`src/rtl/model_arithmetic_pkg.sv`:
```
// Shared definitions for the scalar arithmetic units (multiplier and divider).
// Both units step through the same three-state START/READY sequence.
package model_arithmetic_pkg;

    localparam logic ZERO_DATA = 1'b0;

    typedef enum logic [1:0] {
        STARTER_STATE  = 2'd0,
        MULTIPLY_STATE = 2'd1,
        ENDER_STATE    = 2'd2
    } arithmetic_state_t;

endpackage : model_arithmetic_pkg

```
`src/rtl/model_scalar_integer_multiplier.sv`:
```
// Iterative unsigned shift-add multiplier: one partial product per cycle,
// fixed DATA_SIZE-iteration latency, START/READY handshake shared with the divider.
module model_scalar_integer_multiplier
    import model_arithmetic_pkg::*;
#(
    parameter int DATA_SIZE    = 64,
    parameter int CONTROL_SIZE = 4
) (
    input  logic                 CLK,
    input  logic                 RST,
    input  logic                 START,
    output logic                 READY,
    input  logic [DATA_SIZE-1:0] DATA_A_IN,
    input  logic [DATA_SIZE-1:0] DATA_B_IN,
    output logic [DATA_SIZE-1:0] DATA_OUT,
    output logic                 OVERFLOW_OUT
);

    // The counter must reach DATA_SIZE even if CONTROL_SIZE was set too small.
    localparam int COUNT_BITS = (CONTROL_SIZE > $clog2(DATA_SIZE + 1)) ?
                                CONTROL_SIZE : $clog2(DATA_SIZE + 1);
    localparam logic [COUNT_BITS-1:0] LAST_COUNT = COUNT_BITS'(DATA_SIZE - 1);
    localparam logic [COUNT_BITS-1:0] COUNT_ONE  = COUNT_BITS'(1);

    arithmetic_state_t        state_reg;
    logic [2*DATA_SIZE-1:0]   multiplicand_reg;
    logic [DATA_SIZE-1:0]     multiplier_reg;
    logic [2*DATA_SIZE-1:0]   product_reg;
    logic [COUNT_BITS-1:0]    count_reg;

    always_ff @(posedge CLK) begin
        if (RST) begin
            state_reg        <= STARTER_STATE;
            multiplicand_reg <= '0;
            multiplier_reg   <= '0;
            product_reg      <= '0;
            count_reg        <= '0;
            DATA_OUT         <= {DATA_SIZE{ZERO_DATA}};
            OVERFLOW_OUT     <= 1'b0;
            READY            <= 1'b0;
        end else begin
            case (state_reg)
                STARTER_STATE: begin
                    READY <= 1'b0;
                    if (START) begin
                        multiplicand_reg <= {{DATA_SIZE{ZERO_DATA}}, DATA_A_IN};
                        multiplier_reg   <= DATA_B_IN;
                        product_reg      <= '0;
                        count_reg        <= '0;
                        state_reg        <= MULTIPLY_STATE;
                    end
                end
                MULTIPLY_STATE: begin
                    if (multiplier_reg[0]) begin
                        product_reg <= product_reg + multiplicand_reg;
                    end
                    multiplicand_reg <= multiplicand_reg << 1;
                    multiplier_reg   <= multiplier_reg >> 1;
                    count_reg        <= count_reg + COUNT_ONE;
                    // No early exit on zero operands: latency stays constant.
                    if (count_reg == LAST_COUNT) begin
                        state_reg <= ENDER_STATE;
                    end
                end
                ENDER_STATE: begin
                    DATA_OUT     <= product_reg[DATA_SIZE-1:0];
                    OVERFLOW_OUT <= |product_reg[2*DATA_SIZE-1:DATA_SIZE];
                    READY        <= 1'b1;
                    state_reg    <= STARTER_STATE;
                end
                default: begin
                    READY     <= 1'b0;
                    state_reg <= STARTER_STATE;
                end
            endcase
        end
    end

endmodule : model_scalar_integer_multiplier

```
`config.mk`:
```
export PLATFORM = sky130hd
export DESIGN_NAME = model_scalar_integer_multiplier
export DESIGN_NICKNAME = d
export VERILOG_FILES = /design/src/rtl/model_arithmetic_pkg.sv /design/src/rtl/model_scalar_integer_multiplier.sv
export SDC_FILE = /design/constraint.sdc
export NUM_CORES = 1
export LEC_CHECK = 0
export ABC_AREA = 1
export CORE_MARGIN = 2
export CORE_UTILIZATION = 55
export DETAILED_ROUTE_END_ITERATION = 10
export PLACE_DENSITY = 0.9
export SETUP_SLACK_MARGIN = 0.2
export SLEW_MARGIN = 20
export SYNTH_ARGS = -nofsm -noshare
export SYNTH_HDL_FRONTEND = slang
export SYNTH_SLANG_ARGS = --single-unit
```
`constraint.sdc`:
```
create_clock -name CLK -period 2.2 [get_ports CLK]
set_clock_uncertainty 0.1 [all_clocks]
set_input_delay 0.55 -clock CLK [delete_from_list [all_inputs] [get_ports CLK]]
set_output_delay 0.55 -clock CLK [all_outputs]
set_load 0.03 [all_outputs]
```
==> key figures, run 1 <==
Placement
  • Pre-CTS setup slack: -0.7583 ns
  • Hpwl dp: 92.94 mm
  • RD Place Congestion: 1.163
  • Port Buffers: 196

Synth
  • Yosys warns: 0
  • Unique masters post-synth: 40
  • Mapped Area: 28,230 µm²
  • Syn nets: 5,090
  • Synth top area share: 0.2801
  • Post-synthesis sequential area ratio: 0.2801
  • Ranking of synthesized cells by area: dfxtp_1, nand2_1, inv_1, a21oi_1, ha_1
  • Yosys reg bits: 395
  • Mapped Cells: roughly 4,800
  • Syn Area/Cell: 5.845 µm²
  • Cell taking the most area after synthesis: dfxtp_1

Outcome
  • Outcome: aborted with a tool error
  • Stage reached: global routing
  • Tool Error: [ERROR GRT-0116] Global routing finished with congestion. Check the congestion regions in the DRC Viewer.

GRT
  • Largest net degree at the start of global routing: 98
  • Total grt overflow: 12
  • Vias in the first global route: 43,985
  • Overall Global Routing Usage: 0.7025
  • First-pass GRT wire length: 280.5 mm

Clock network
  • Total CTS buffers: between 40 and 50
  • # H-tree levels: 2
  • CTS max path bufs: 3
  • CTS Hold Bufs: 0
  • # clock sinks: 395
  • CTS Root Cell: clkbuf_16

Die
  • Die width: between 200 and 250 µm
  • Row Count: 83
  • Initial Util: 0.5537
  • Number of I/O pins: 197
  • Die Ht: between 200 and 250 µm
==> metal layers <==
metal / GRT usage / overflow
met4: 0.6421 / 4
met3: 0.5388 / 4
met2: 0.8822 / 3
met1: 0.7116 / 1
met5: 0.3346 / 0
==> logic make-up after synthesis <==
kind of cell / share of synthesized area
adder cells (fa/ha/maj): 0.05743
buffers and inverters: 0.1556
flip-flops: 0.2801
XOR/XNOR: 0.001241
AND/OR/NAND/NOR: 0.3624
AO/OA/AOI/OAI: 0.1433
==> metrics by stage <==
step	instances	hold WS (ns)	instance area, µm²	setup TNS [ns]	utilization
floorplan	4830	0.3252	28280	0	-
global placement	6181	0.3316	35530	-28.07	0.6968
detailed placement	6181	0.3356	35530	-32.17	0.6968
CTS	6325	0.2225	42070	-8.056	0.8251
==> cells in the mapped netlist, drive strengths merged <==
cell type     n
nor2        433
o21bai        8
o21a          1
nand2      1687
fa            1
nor4         20
nand3       219
clkbuf      109
a221oi        3
o22ai        34
nand3b        9
or2          40
a22oi         1
dfxtp       395
a21o          1
o21ai        99
o2111ai       1
o221ai      126
a21oi       367
a211oi        1
nand4        23
xor2          4
buf          30
ha          128
and2          1
nor3         32
o32ai        31
clkinv        5
inv        1021
==> what timing repair did <==
action,in CTS
cloned,0
pin swaps,293
buffers inserted,67
gates resized for setup,1312
endpoints found under the hold margin,0
setup endpoints to repair,189
==> inputs of run 2 (changes only) <==
Settings changed: CORE_UTILIZATION 55 to 40, PLACE_DENSITY 0.9 to default, PLACE_DENSITY_LB_ADDON from default to 0.15, SETUP_SLACK_MARGIN 0.2 to default.
Clock period 2.2 ns to 2.86 ns, I/O delays scaled along.
==> key figures, run 2 <==
Die
  • Number of I/O pins: 197 (unchanged)
  • Core ar.: 69,910 µm²
  • Die area: 72,720 µm²
  • Die width: 269.7 µm (+17%)
  • Die Ht: 269.7 µm (+17%)
  • Initial Util: 0.4039 (-0.1498)
  • Row Count: 97 (+17%)

Synth
  • Mapped Area: 28,230 µm² (unchanged)
  • Yosys reg bits: 395 (unchanged)
  • Synth cell count leaders: nand2_1, inv_1, dfxtp_1, a21oi_1, nor2_1
  • Synth top area share: 0.2801 (unchanged)
  • Unique masters post-synth: 40 (unchanged)
  • Yosys warns: 0 (unchanged)
  • Ranking of synthesized cells by area: dfxtp_1, nand2_1, inv_1, a21oi_1, ha_1
  • Syn Area/Cell: 5.845 µm² (unchanged)
  • Asr flop ratio synth: 0 (unchanged)
  • Post-synth EDFFs: 0 (unchanged)
  • Top FF cell, synth: dfxtp_1
  • Mapped Cells: 4,830 (unchanged)
  • Count leader, synth: nand2_1
  • Post-synthesis sequential area ratio: 0.2801 (unchanged)
  • Cell taking the most area after synthesis: dfxtp_1
  • Syn nets: 5,090 (unchanged)

Clock network
  • # clock sinks: 395 (unchanged)
  • # H-tree levels: 2 (unchanged)
  • CTS Root Cell: clkbuf_16
  • CTS tree: yes
  • CTS max path bufs: 3 (unchanged)
  • Worst-path clk slew: ~0.060 ns
  • Total CTS buffers: 47 (+6.8%)
  • Skew-Pair Late Insertion Delay: 0.62 ns

Drt
  • WL/cell: 18.63 µm
  • Detailed Route WL: 115.1 mm
  • Via count: 30,944
  • DRT iter0 DRCs: between 2,000 and 2,500
  • Avg Vias per Cell: 5.007
  • Residual DRC: 0
  • First-pass iteration count of the detailed router: 7
  • Post-route ant nets: 0

Placement
  • Port Buffers: 196 (unchanged)
  • Pre-CTS setup slack: -0.04231 ns (+0.7160 ns)
  • Hpwl dp: 92.77 mm (-0.19%)
  • RD Place Congestion: 1.048 (-9.9%)

Timing
  • Setup TNS: 0 ns
  • Max-slew violations: 0
  • Slew @ Worst Pin: 0.8181 ns
  • Setup Viol. Count Final: 0
  • Rel. slew slack: 0.4546
  • Final worst slack: 0.03501 ns
  • Tmin final: 2.825 ns
  • Max Clk Rate: 0.3540 GHz
  • Tcrit/Tclk final: 0.9878
  • Fin. Hold Viols: 0
  • Fin Hold WS: 0.3459 ns

Critical path
  • Critical Path End Type: flop
  • Critical-path cell list: ha_1, nand2_1, nor2_1, buf_4, nand2_1, buf_4, inv_1, nand2_1, nand2_1, inv_1, nand2_1, a21oi_1, nand2_1, nand2_1, nand3_1, a21oi_1
  • Startpoint types: flop
  • Max Fanout on Critical Path: 5
  • Crit path buf inv count: 4
  • Data required, critical path: 3.28 ns
  • Crit path kind: flop to flop
  • Worst EP arrival: ~3.2 ns
  • Slowest-stage cell, CP: dfxtp_1
  • Delay-heaviest family, CP: simple AND/OR/NAND/NOR gates
  • CP max stage delay: about 0.43 ns
  • Critical path's most frequent cell: nand2_1

Hold path
  • Worst Hold Class: flop to flop

Power and ir drop
  • Total power: 13.88 mW
  • Leak pwr: between 15 and 20 nW
  • Cell Pwr Density: 397.1 nW/µm²
  • Worst IR drop on VDD: 0.0004637 V

Cells and area
  • Commonest non-fill, non-tap cell in the layout: nand2_1
  • Finished Core Util: 0.4998
  • Area delta synth->final: 23.76%
  • Most frequent cells in the layout: nand2_1, inv_1, dfxtp_1
  • Nets@finish: 5,461
  • Filler cell count: 7,620
  • Layout cells sized above 1: 0.1182

GRT
  • Initial antenna violation count: 1
  • Largest net degree at the start of global routing: ~130
  • Vias in the first global route: 29,750
  • Total grt overflow: 0
  • Overall Global Routing Usage: 0.3097
  • First-pass GRT wire length: 174.6 mm

Outcome
  • Outcome: finished clean

Run
  • Maxcap violations: 0
[run 2: cell counts after synthesis]
Identical to the previous run, type by type.
[run 2: timing repair]
| action | in CTS | in global routing |
|---|---|---|
| buffers inserted | 0 | 2 |
| gates resized for setup | 5 | 71 |
| pin swaps | 0 | 3 |
| hold buffers | 0 | 0 |
| endpoints found under the setup margin | 8 | 60 |
[run 2: worst reg2reg max path: cells and delay by family (launching register included)]
kind            cells  cell delay [ns]
compound gates      2             0.55
fa+ha+maj           1             0.34
buf+inv             4             0.39
flops               1             0.43
simple gates        9             0.96
[run 2: final cells by class]
cell class	count	area [µm²]	area share
clock buffers	70	1414	0.04046
diodes	2	5.005	0.0001432
well taps	940	1176	0.03366
multi-input cells	3270	16240	0.4646
repair buffers	461	4178	0.1196
inverters	1026	3856	0.1104
flip-flops and latches	395	7911	0.2264
clock inverters	16	166.4	0.004762
[run 2: kinds of logic (layout without fill, tap and decap cells)]
kind of cell    Yosys count  count (layout)  synth area share
buf+inv                1165            1573            0.1556
other cells               0               2                 0
xor+xnor                  4               4          0.001241
compound gates          673             673            0.1433
flops                   395             395            0.2801
fa+ha+maj               129             129           0.05743
simple gates           2464            2464            0.3624
[run 2: report_power, final]
| part | switching, mW | internal (mW) | total, mW |
|---|---|---|---|
| combinational | 1.07 | 0.734 | 1.80 |
| clock | 2.54 | 3.61 | 6.14 |
| sequential | 0.175 | 5.75 | 5.93 |
[run 2: path summary, 6_finish.rpt]
check	cells after the start	slack, ns	from	endpoint
setup reg to reg	16	0.04	product_reg[99]	product_reg[101]
hold reg to reg	2	0.35	multiplier_reg[22]	multiplier_reg[22]
setup / recovery	16	0.04	product_reg[99]	product_reg[101]
hold / removal	2	0.35	multiplier_reg[22]	multiplier_reg[22]
[run 2: metrics by stage]
step / instance area (µm²) / instances
2_1_floorplan: 28230 / 4830
3_3_place_gp: 33080 / 6090
3_5_place_dp: 33080 / 6090
4_1_cts: 34680 / 6176
5_1_grt: 34940 / 6178
6_report: 34940 / 6180
[run 2: metal layers]
metal / GRT usage / part of all wire / up-vias / routed length (µm)
li1: - / - / 15755 / -
met1: 0.3951 / 0.43 / 14156 / 49940
met2: 0.5272 / 0.46 / 828 / 53530
met3: 0.03438 / 0.054 / 205 / 6190
met4: 0.1346 / 0.048 / 0 / 5489
met5: 0 / 0 / - / 0
(Power assumes the default switching activity.)
==> inputs of run 3 (changes only) <==
Settings changed: DONT_BUFFER_PORTS from default to 1, PLACE_DENSITY_LB_ADDON 0.15 to default.
==> key figures, run 3 (synthesis results as in run 2) <==
Cells and area
  • Area delta synth->final: 16.61%
  • Most frequent cells in the layout: nand2_1, inv_1, dfxtp_1
  • Finished Core Util: 0.4710 (-0.02889)
  • Final cell count without fillers: 5,963 (-3.5%)
  • Nets@finish: 5,250 (-3.9%)
  • Commonest non-fill, non-tap cell in the layout: nand2_1
  • Layout cells sized above 1: 0.1189 (+0.0006784)
  • N_diodes: 0 (-2)

GRT
  • Largest net degree at the start of global routing: 169 (+34%)
  • Total grt overflow: 0 (unchanged)
  • Vias in the first global route: 28,735 (-3.4%)
  • First-pass GRT wire length: 172.7 mm (-1.1%)
  • Overall Global Routing Usage: 0.3069 (-0.002845)
  • Initial antenna violation count: 0 (-1)

Power and ir drop
  • Leak pwr: 16.92 nW (-4.4%)
  • Sequential share of power: 0.430 (+0.003)
  • Worst IR drop on VDD: 0.0003952 V (-15%)
  • Comb pwr share: 0.112 (-0.018)
  • Cell Pwr Density: 418.8 nW/µm² (+5.5%)
  • Pint: 10.05 mW (-0.46%)
  • Switching share of power: 0.2713 (-0.001346)
  • NetSw: 3.740 mW (-1.1%)
  • Clock share of power: 0.458 (+0.015)

Critical path
  • Max Fanout on Critical Path: 5 (unchanged)
  • Worst EP arrival: 3.21 ns (-0.03 ns)
  • Crit path kind: flop to flop
  • Data required, critical path: 3.30 ns (+0.02 ns)
  • Critical Path End Type: flop
  • Startpoint types: flop

Placement
  • Port Buffers: 0 (-100%)
  • Placed insts: 5,875 (-3.5%)
  • RD Place Congestion: 1.041 (-0.69%)
  • Hpwl dp: 91.17 mm (-1.7%)

Die
  • Row Count: 97 (unchanged)
  • Number of I/O pins: 197 (unchanged)
  • Initial Util: 0.4039 (unchanged)
  • Core ar.: 69,910 µm² (unchanged)
  • Die area: 72,720 µm² (unchanged)
  • Die width: 269.7 µm (unchanged)
  • Die Ht: 269.7 µm (unchanged)

Run
  • Maxcap violations: 0 (unchanged)

Drt
  • First-pass iteration count of the detailed router: 5 (-2)
  • DRT iter0 DRCs: 2,287 (+3.6%)
  • Detailed Route WL: 114.5 mm (-0.55%)
  • Residual DRC: 0 (unchanged)
  • WL/cell: 19.20 µm (+3.1%)
  • Post-route ant nets: 0 (unchanged)
  • Avg Vias per Cell: 5.057 (+0.99%)
  • Via count: 30,154 (-2.6%)

Hold path
  • Worst Hold Class: input pin to flop

Timing
  • Tcrit/Tclk final: 0.9711 (-0.01667)
  • Setup Viol. Count Final: 0 (unchanged)
  • Rel. slew slack: 0.4951 (+0.04046)
  • Max Clk Rate: 0.3601 GHz (+1.7%)
  • Tmin final: 2.777 ns (-0.04768 ns)
  • Fin. Hold Viols: 0 (unchanged)
  • RSZ-0062 raised after global routing: true
  • Max-slew violations: 0 (unchanged)
  • Slew @ Worst Pin: 0.7574 ns (-0.06069 ns)

Clock network
  • CTS Root Cell: clkbuf_16
  • # H-tree levels: 2 (unchanged)
  • CTS Hold Bufs: 0 (unchanged)
  • CTS tree: yes
  • # clock sinks: 395 (unchanged)
  • Total CTS buffers: 47 (unchanged)
  • Skew-Pair Late Insertion Delay: 0.61 ns (about the same)
  • CTS max path bufs: 3 (unchanged)
  • Worst-path clk slew: 0.06 ns (about the same)

Outcome
  • Outcome: finished clean
==> run 3: layout make-up <==
cell class	instances	area, µm²
clock buffer	66	1349
sequential	395	7909
inverter	1026	3856
fill	7715	36980
multi-input combinational	3270	16290
tap	940	1176
timing repair buffer	250	2102
clock inverter	16	240.2
==> run 3: metrics by stage <==
| step | cell area, µm² | total power [mW] | setup slack, ns | setup TNS [ns] | hold slack [ns] |
|---|---|---|---|---|---|
| finish | 32920 | 13.79 | 0.08269 | 0 | 0.1204 |
| global route | 32920 | 14.29 | -0.01668 | -0.05166 | 0.1107 |
| CTS | 32650 | 13.90 | -0.02485 | -0.02485 | 0.09640 |
| detailed placement | 30980 | 7.579 | -0.3031 | -1.066 | 0.3367 |
| global placement | 30980 | 7.564 | -0.3560 | -1.069 | 0.3325 |
| floorplan | 28230 | 7.064 | 0.7024 | 0 | 0.3252 |
==> run 3: final timing paths <==
kind              cells after the start           endpoint  slack (ns)              start
setup reg to reg                     13   product_reg[109]        0.08   product_reg[103]
hold / removal                        1    product_reg[90]        0.12                RST
hold reg to reg                       2  multiplier_reg[3]        0.34  multiplier_reg[3]
setup / recovery                     13   product_reg[109]        0.08   product_reg[103]
==> run 3: worst max-delay path, cell delays in order, from the launching register on <==
cell,delay (ns)
dfxtp_1,0.41
ha_1,0.35
nand2_1,0.21
inv_1,0.06
nand2_1,0.06
nand2_1,0.10
a21oi_1,0.32
buf_4,0.17
nand2_1,0.07
a21oi_1,0.24
nand3_1,0.14
nand2_1,0.07
nand3_1,0.19
a21oi_1,0.19
==> run 3: power by group through the flow <==
stage          Combinational [mW]  Sequential [mW]  Clock [mW]
6_report                     1.54             5.93        6.31
4_1_cts                      1.54             5.93        6.43
5_1_grt                      1.71             5.96        6.62
2_1_floorplan                1.07             5.99           0
3_3_place_gp                 1.52             6.04           0
3_5_place_dp                 1.53             6.05           0
==> run 3: timing repair <==
action | in CTS | in global routing
gates cloned | 0 | 0
gates resized for setup | 20 | 57
pin swaps | 1 | 9
endpoints found under the setup margin | 20 | 52
setup buffers | 0 | 6
==> run 3: metal layers <==
| layer | wire length [µm] | vias up | GRT usage | share of wire |
|---|---|---|---|---|
| li1 | - | 15347 | - | - |
| met1 | 48900 | 13731 | 0.3842 | 0.43 |
| met3 | 6758 | 219 | 0.04586 | 0.059 |
| met5 | 0 | - | 0 | 0 |
| met2 | 53480 | 857 | 0.5250 | 0.47 |
| met4 | 5380 | 0 | 0.1276 | 0.047 |
